**config.mk**
```make
export PLATFORM = sky130hd
export DESIGN_NAME = div_share_arbiter_flat
export DESIGN_NICKNAME = d
export VERILOG_FILES = /design/src/rtl/div_share_if.sv /design/src/rtl/div_share_arbiter.sv /design/src/flat_wrapper.sv
export SDC_FILE = /design/constraint.sdc
export NUM_CORES = 1
export LEC_CHECK = 0
export BUFFER_PORTS_ARGS = -buffer_cell sky130_fd_sc_hd__buf_2
export CAP_MARGIN = 30
export CELL_PAD_IN_SITES_DETAIL_PLACEMENT = 1
export CELL_PAD_IN_SITES_GLOBAL_PLACEMENT = 2
export CORE_MARGIN = 2
export CORE_UTILIZATION = 22
export DETAILED_ROUTE_END_ITERATION = 10
export PLACE_DENSITY = 0.78
export REMOVE_ABC_BUFFERS = 1
export SETUP_SLACK_MARGIN = 0.5
export SLEW_MARGIN = 20
export SYNTH_ARGS = -nofsm -noshare
export SYNTH_HDL_FRONTEND = slang
export SYNTH_SLANG_ARGS = --single-unit
```
**constraint.sdc**
```tcl
create_clock -name clk -period 3.5 [get_ports clk]
set_input_delay 1.05 -clock clk [delete_from_list [all_inputs] [get_ports clk]]
set_output_delay 1.05 -clock clk [all_outputs]
set_load 0.02 [all_outputs]
```
**src/rtl/div_share_if.sv**
```systemverilog
// Requester/divider bus for div_share_arbiter: packed request operands, one-hot
// response, and the start/ready handshake to the shared divider.
interface div_share_if #(
  parameter int N_REQ = 4,
  parameter int WIDTH = 8
);
  logic [N_REQ-1:0]       req_valid;
  logic [N_REQ*WIDTH-1:0] req_dividend;
  logic [N_REQ*WIDTH-1:0] req_divisor;
  logic [N_REQ-1:0]       rsp_valid;
  logic [WIDTH-1:0]       rsp_quotient;
  logic [WIDTH-1:0]       rsp_remainder;
  logic                   rsp_err;
  logic                   div_start;
  logic [WIDTH-1:0]       div_dividend;
  logic [WIDTH-1:0]       div_divisor;
  logic                   div_ready;
  logic [WIDTH-1:0]       div_quotient;
  logic [WIDTH-1:0]       div_remainder;

  modport slave (
    input  req_valid, req_dividend, req_divisor, div_ready, div_quotient, div_remainder,
    output rsp_valid, rsp_quotient, rsp_remainder, rsp_err, div_start, div_dividend, div_divisor
  );

  modport master (
    output req_valid, req_dividend, req_divisor, div_ready, div_quotient, div_remainder,
    input  rsp_valid, rsp_quotient, rsp_remainder, rsp_err, div_start, div_dividend, div_divisor
  );
endinterface

```
**src/rtl/div_share_arbiter.sv**
```systemverilog
// Round-robin sharing of one divider among N_REQ requesters; zero divisors are answered locally.
// Optional watchdog on the divider handshake: define DIV_ARB_TIMEOUT_EN.
module div_share_arbiter #(
  parameter int N_REQ       = 4,
  parameter int WIDTH       = 8,
  parameter int TIMEOUT_CYC = 64
) (
  input  logic                     clk,
  input  logic                     rst_n,
  div_share_if.slave               bus,
  output logic                     busy,
  output logic [$clog2(N_REQ)-1:0] grant_id
);
  localparam int IW = $clog2(N_REQ);

  // Elaboration-time parameter range guard; intentionally empty.
  if (N_REQ < 2 || N_REQ > 8 || TIMEOUT_CYC < 1) begin : g_bad_params
  end

  typedef enum logic [2:0] {IDLE, LAUNCH, WAIT_ACK, WAIT_DONE, RESP} state_t;

  state_t           state_q, state_d;
  logic [IW-1:0]    rr_q, rr_d, grant_q, grant_d, sel, grant_nxt;
  logic             found;
  int               idx;
  logic [N_REQ-1:0] rsp_valid_q, rsp_valid_d;
  logic [WIDTH-1:0] quot_q, quot_d, rem_q, rem_d;
  logic [WIDTH-1:0] dvd_q, dvd_d, dvs_q, dvs_d, sel_dvd, sel_dvs;
  logic             err_q, err_d, start_q, start_d, busy_q, busy_d;
`ifdef DIV_ARB_TIMEOUT_EN
  localparam int CW = $clog2(TIMEOUT_CYC + 1);
  logic [CW-1:0]    cnt_q, cnt_d;
`endif

  function automatic logic [N_REQ-1:0] onehot(input logic [IW-1:0] i);
    onehot    = '0;
    onehot[i] = 1'b1;
  endfunction

  // First pending request at or above the rr pointer, wrapping.
  always_comb begin
    found = 1'b0;
    sel   = rr_q;
    idx   = 0;
    for (int k = 0; k < N_REQ; k++) begin
      idx = int'(rr_q) + k;
      if (idx >= N_REQ) idx = idx - N_REQ;
      if (!found && bus.req_valid[idx]) begin
        found = 1'b1;
        sel   = IW'(idx);
      end
    end
    sel_dvd   = bus.req_dividend[int'(sel)*WIDTH +: WIDTH];
    sel_dvs   = bus.req_divisor[int'(sel)*WIDTH +: WIDTH];
    grant_nxt = (grant_q == IW'(N_REQ - 1)) ? '0 : grant_q + 1'b1;
  end

  always_comb begin
    state_d     = state_q;
    rr_d        = rr_q;
    grant_d     = grant_q;
    rsp_valid_d = '0;
    quot_d      = quot_q;
    rem_d       = rem_q;
    err_d       = err_q;
    start_d     = 1'b0;
    dvd_d       = dvd_q;
    dvs_d       = dvs_q;
`ifdef DIV_ARB_TIMEOUT_EN
    cnt_d       = cnt_q;
`endif
    case (state_q)
      IDLE: begin
        if (bus.div_ready && found) begin
          grant_d = sel;
          dvd_d   = sel_dvd;
          dvs_d   = sel_dvs;
          if (sel_dvs == '0) begin
            state_d     = RESP;
            rsp_valid_d = onehot(sel);
            err_d       = 1'b1;
            quot_d      = '1;
            rem_d       = sel_dvd;
          end else begin
            state_d = LAUNCH;
            start_d = 1'b1;
          end
        end
      end
      LAUNCH: begin
        state_d = WAIT_ACK;
`ifdef DIV_ARB_TIMEOUT_EN
        cnt_d   = '0;
`endif
      end
      WAIT_ACK: begin
        if (!bus.div_ready) state_d = WAIT_DONE;
      end
      WAIT_DONE: begin
        if (bus.div_ready) begin
          state_d     = RESP;
          rsp_valid_d = onehot(grant_q);
          quot_d      = bus.div_quotient;
          rem_d       = bus.div_remainder;
          err_d       = 1'b0;
        end
      end
      RESP: begin
        rr_d    = grant_nxt;
        state_d = IDLE;
      end
      default: state_d = IDLE;
    endcase
`ifdef DIV_ARB_TIMEOUT_EN
    // A completion on the expiry cycle still wins over the watchdog.
    if ((state_q == WAIT_ACK || state_q == WAIT_DONE) && state_d != RESP) begin
      if (cnt_q == CW'(TIMEOUT_CYC - 1)) begin
        state_d     = RESP;
        rsp_valid_d = onehot(grant_q);
        quot_d      = '0;
        rem_d       = '0;
        err_d       = 1'b1;
      end else begin
        cnt_d = cnt_q + 1'b1;
      end
    end
`endif
    busy_d = (state_d != IDLE);
  end

  always_ff @(posedge clk) begin
    if (!rst_n) begin
      state_q     <= IDLE;
      rr_q        <= '0;
      grant_q     <= '0;
      rsp_valid_q <= '0;
      quot_q      <= '0;
      rem_q       <= '0;
      err_q       <= 1'b0;
      start_q     <= 1'b0;
      dvd_q       <= '0;
      dvs_q       <= '0;
      busy_q      <= 1'b0;
`ifdef DIV_ARB_TIMEOUT_EN
      cnt_q       <= '0;
`endif
    end else begin
      state_q     <= state_d;
      rr_q        <= rr_d;
      grant_q     <= grant_d;
      rsp_valid_q <= rsp_valid_d;
      quot_q      <= quot_d;
      rem_q       <= rem_d;
      err_q       <= err_d;
      start_q     <= start_d;
      dvd_q       <= dvd_d;
      dvs_q       <= dvs_d;
      busy_q      <= busy_d;
`ifdef DIV_ARB_TIMEOUT_EN
      cnt_q       <= cnt_d;
`endif
    end
  end

  assign bus.rsp_valid     = rsp_valid_q;
  assign bus.rsp_quotient  = quot_q;
  assign bus.rsp_remainder = rem_q;
  assign bus.rsp_err       = err_q;
  assign bus.div_start     = start_q;
  assign bus.div_dividend  = dvd_q;
  assign bus.div_divisor   = dvs_q;
  assign busy              = busy_q;
  assign grant_id          = grant_q;
endmodule

```
**src/flat_wrapper.sv**
```systemverilog
// flat-port wrapper written by rule: the top's interface ports become plain ports
module div_share_arbiter_flat 
#(
  parameter int N_REQ       = 4,
  parameter int WIDTH       = 8,
  parameter int TIMEOUT_CYC = 64
)
  (clk, rst_n, busy, grant_id, bus_req_valid, bus_req_dividend, bus_req_divisor, bus_div_ready, bus_div_quotient, bus_div_remainder, bus_rsp_valid, bus_rsp_quotient, bus_rsp_remainder, bus_rsp_err, bus_div_start, bus_div_dividend, bus_div_divisor);
  div_share_if #(.N_REQ(N_REQ), .WIDTH(WIDTH)) bus_i ();
  input  logic clk;
  input  logic rst_n;
  output logic busy;
  output logic [$clog2(N_REQ)-1:0] grant_id;
  input wire logic [$bits(bus_i.req_valid)-1:0] bus_req_valid;
  input wire logic [$bits(bus_i.req_dividend)-1:0] bus_req_dividend;
  input wire logic [$bits(bus_i.req_divisor)-1:0] bus_req_divisor;
  input wire logic [$bits(bus_i.div_ready)-1:0] bus_div_ready;
  input wire logic [$bits(bus_i.div_quotient)-1:0] bus_div_quotient;
  input wire logic [$bits(bus_i.div_remainder)-1:0] bus_div_remainder;
  output wire logic [$bits(bus_i.rsp_valid)-1:0] bus_rsp_valid;
  output wire logic [$bits(bus_i.rsp_quotient)-1:0] bus_rsp_quotient;
  output wire logic [$bits(bus_i.rsp_remainder)-1:0] bus_rsp_remainder;
  output wire logic [$bits(bus_i.rsp_err)-1:0] bus_rsp_err;
  output wire logic [$bits(bus_i.div_start)-1:0] bus_div_start;
  output wire logic [$bits(bus_i.div_dividend)-1:0] bus_div_dividend;
  output wire logic [$bits(bus_i.div_divisor)-1:0] bus_div_divisor;
  assign bus_i.req_valid = bus_req_valid;
  assign bus_i.req_dividend = bus_req_dividend;
  assign bus_i.req_divisor = bus_req_divisor;
  assign bus_i.div_ready = bus_div_ready;
  assign bus_i.div_quotient = bus_div_quotient;
  assign bus_i.div_remainder = bus_div_remainder;
  assign bus_rsp_valid = bus_i.rsp_valid;
  assign bus_rsp_quotient = bus_i.rsp_quotient;
  assign bus_rsp_remainder = bus_i.rsp_remainder;
  assign bus_rsp_err = bus_i.rsp_err;
  assign bus_div_start = bus_i.div_start;
  assign bus_div_dividend = bus_i.div_dividend;
  assign bus_div_divisor = bus_i.div_divisor;
  div_share_arbiter #(.N_REQ(N_REQ), .WIDTH(WIDTH), .TIMEOUT_CYC(TIMEOUT_CYC)) u_core (.clk(clk), .rst_n(rst_n), .bus(bus_i), .busy(busy), .grant_id(grant_id));
endmodule
```
==> flow_metrics.tcl <==
set metrics [dict create \
    drive_gt1_share_pct 45.0 \
    powerDensity_nw_per_um2 360 \
    crit_buf_inv 3 \
    grt_overflow 0 \
    peakVddDrop_uv 192 \
    synth_adder_area_share_pct 1.96 \
    critPathKind "input port to register" \
    wire_per_inst_um 16.5 \
    netlist_area_um2 2550 \
    place_ws_ns -0.420 \
    layout.cells.non_filler 634 \
    path_delay_family "simple AND/OR/NAND/NOR gates" \
    cp_common_cell "buf_6" \
    synth_area_leaders "dfxtp_1 36%, nand2_1 12%, and2_1 5.1%" \
    worst_pin_slew_ns 0.621 \
    synth_edf_count 0 \
    globalplace.congestion 0.804 \
    drt-initial-drc-count 76 \
    post-route-period-util_pct 96.5 \
    slew_headroom_pct 58.5 \
    postRouteAntennaNets 0 \
    synth.area.mux_share_pct 0.392 \
    ctsHtreeMaxLevel 2 \
    start_kind "input port" \
    hold_violations 0 \
    synth.distinct_cells 37 \
    syn_inst 334 \
    slowest_delay_ns 0.58 \
    grt_max_degree 25 \
    synthTopCellsByCount "80 x nand2_1, 46 x dfxtp_1, 23 x nand3_1" \
    syn_avg_cell_area_um2 7.64 \
    post-route-drc-count 0 \
    nets 581 \
    dp.cells 613 \
    via_per_inst 4.74 \
    start_util_pct 22.4 \
    syn2layout_area_growth_pct 59.2 \
    root_buffer "clkbuf_16" \
    status "completed" \
    synthArstFlopShare_pct 0 \
    worstPathMaxFanout 7 \
    clk_latency_ns 0.30 \
    die_w_um 112 \
    ys.warnings.count 0 \
    ios 128 \
    drt-total-wl_mm 10.5 \
    p_leak_uw 0.00185 \
    crit_slowest_cell "or4_4" \
    dp_hpwl_mm 7.81 \
    crit_chain "buf_6 -> nor2b_4 -> or4_4 -> buf_6 -> and3_4 -> a211oi_2 -> o22ai_2 -> or4_4 -> buf_6 -> a211o_1 -> o211ai_1" \
    grt_pass1_wl_mm 16.9 \
    fmax_ghz 0.296 \
    setup_violations 0 \
    yosysMostFrequentCell "nand2_1" \
    rsz0062_at_grt "true" \
    die_h_um 112 \
    clkTransAtPathRegs_ns 0.07 \
    via_count 3008 \
    synth-seq-cells 46 \
    antenna_found_initial 0 \
    critPathArrivalTime_ns 3.59 \
    final_util_pct 35.7 \
    coreArea_um2 11400 \
    synth_xor_area_share_pct 0 \
    dieArea_um2 12500 \
    synth-seq-area-share_pct 36.1 \
    endpoint_kind "register" \
    numPortBuffers 127 \
    min_period_ns 3.38 \
    synth_top_area_share_pct 36.1 \
    ys.flop_type "dfxtp_1" \
    synth_largest_area_cell "dfxtp_1" \
    drv_cap 0 \
    synth_compound_area_share_pct 23.8 \
    required_ns 3.72 \
    timing.final.ws_setup_ns 0.123 \
    synth-simple-area-share_pct 33.0 \
    cts_buffer_depth 2 \
    hp-class "register to register" \
    grt_pass1_vias 3226 \
    fin_skew_ns 0.00929 \
    fp-row-count 39 \
    diodes 0 \
    track_usage_pct 16.8 \
    synth_top_family_by_area "simple AND/OR/NAND/NOR gates" \
    numCtsBuffers 5 \
    hold_buffers 0 \
    drtPass1Iterations 4 \
    cts_tree "built" \
    slew_viol_final 0 \
    clock_sinks 46 \
]
-- report_power, final --
group	total (uW)	switching (uW)	leakage, uW	internal, uW
Sequential	570	17.7	0.000374	553
Clock	489	221	0.0000664	267
Combinational	403	219	0.00141	183
-- what timing repair did --
action | 4_1_cts | 5_1_grt
buffers inserted | 8 | 0
pin swaps | 33 | 4
setup endpoints to repair | 24 | 29
resized for setup | 45 | 16
cloned | 5 | 0
-- flip-flops by register name, indices dropped and copies added (netlist names) --
signal,flops
u_core.bus.rsp_valid,4
u_core.bus.div_divisor,8
u_core.state_q,3
u_core.bus.div_start,1
u_core.bus.rsp_err,1
u_core.bus.rsp_remainder,8
u_core.rr_q,2
u_core.bus.div_dividend,8
u_core.grant_id,2
u_core.bus.rsp_quotient,8
u_core.busy,1
-- layout make-up --
cell class              instances  area [um^2]
well taps                     143          179
fillers                      1409         7310
repair buffers                173         1050
clock buffers                   5          125
multi-input cells             261         1750
clock inverters                 3         23.8
inverters                       3         11.3
flip-flops and latches         46          921
-- metal layers --
| metal | up-vias | part of all wire, % | GRT usage (%) |
|---|---|---|---|
| li1 | 1496 | - | - |
| met1 | 1406 | 46 | 21.3 |
| met2 | 94 | 47 | 28.6 |
| met3 | 12 | 5.9 | 3.81 |
| met4 | 0 | 1.3 | 4.36 |
| met5 | - | 0 | 0 |
-- worst register-to-register path, stage by stage, from the launching register on --
cell,delay [ns]
dfxtp_1,0.48
nor3_2,0.09
or4_4,0.55
buf_6,0.16
and3_4,0.16
a211oi_2,0.28
o22ai_2,0.14
or4_4,0.52
buf_6,0.18
a211o_1,0.23
o211ai_1,0.09
-- cells by family (layout without fill, tap and decap cells) --
group / Yosys count / after routing
adder cells (fa/ha/maj): 4 / 4
AND/OR/NAND/NOR: 175 / 175
buffers and inverters: 28 / 184
AO/OA/AOI/OAI: 80 / 81
multiplexers: 1 / 1
flip-flops: 46 / 46
-- final timing paths --
path	start	to	slack (ns)	cells after the start
hold / removal	u_core.bus.rsp_quotient[7]$_SDFFE_PN0P_	u_core.bus.rsp_quotient[7]$_SDFFE_PN0P_	0.52	1
setup / recovery	bus_req_valid[0]	u_core.bus.rsp_remainder[3]$_SDFFE_PN0P_	0.12	11
hold reg to reg	u_core.bus.rsp_quotient[7]$_SDFFE_PN0P_	u_core.bus.rsp_quotient[7]$_SDFFE_PN0P_	0.52	1
setup reg to reg	u_core.rr_q[1]$_SDFFE_PN0N_	u_core.bus.rsp_remainder[3]$_SDFFE_PN0P_	0.56	10
-- placed cells by master (no fill, tap or decap), types with 6 or more instances in the layout --
cell type and count:
a211oi_4 7, nand2_1 79, buf_2 126, o21a_1 9
and2_1 21, dfxtp_1 46, nor2b_1 6, and3_4 11
nor2_1 7, nor3_1 10, o21ai_0 15, and3_1 7
buf_4 36, nand3_1 23, o221a_1 8, a211oi_2 9
buf_6 8
-- per-stage QoR --
| stage | power, uW | area, um^2 | hold WS (ns) | setup TNS [ns] |
|---|---|---|---|---|
| after floorplan | 745 | 2440 | 0.498 | -8.84 |
| after global placement | 917 | 3520 | 0.498 | -5.47 |
| after detailed placement | 925 | 3520 | 0.510 | -8.16 |
| after CTS | 1460 | 3980 | 0.522 | 0 |
| after global routing | 1550 | 4060 | 0.553 | 0 |
| final | 1460 | 4060 | 0.520 | 0 |
No activity file was read; power rests on OpenSTA's default activity.
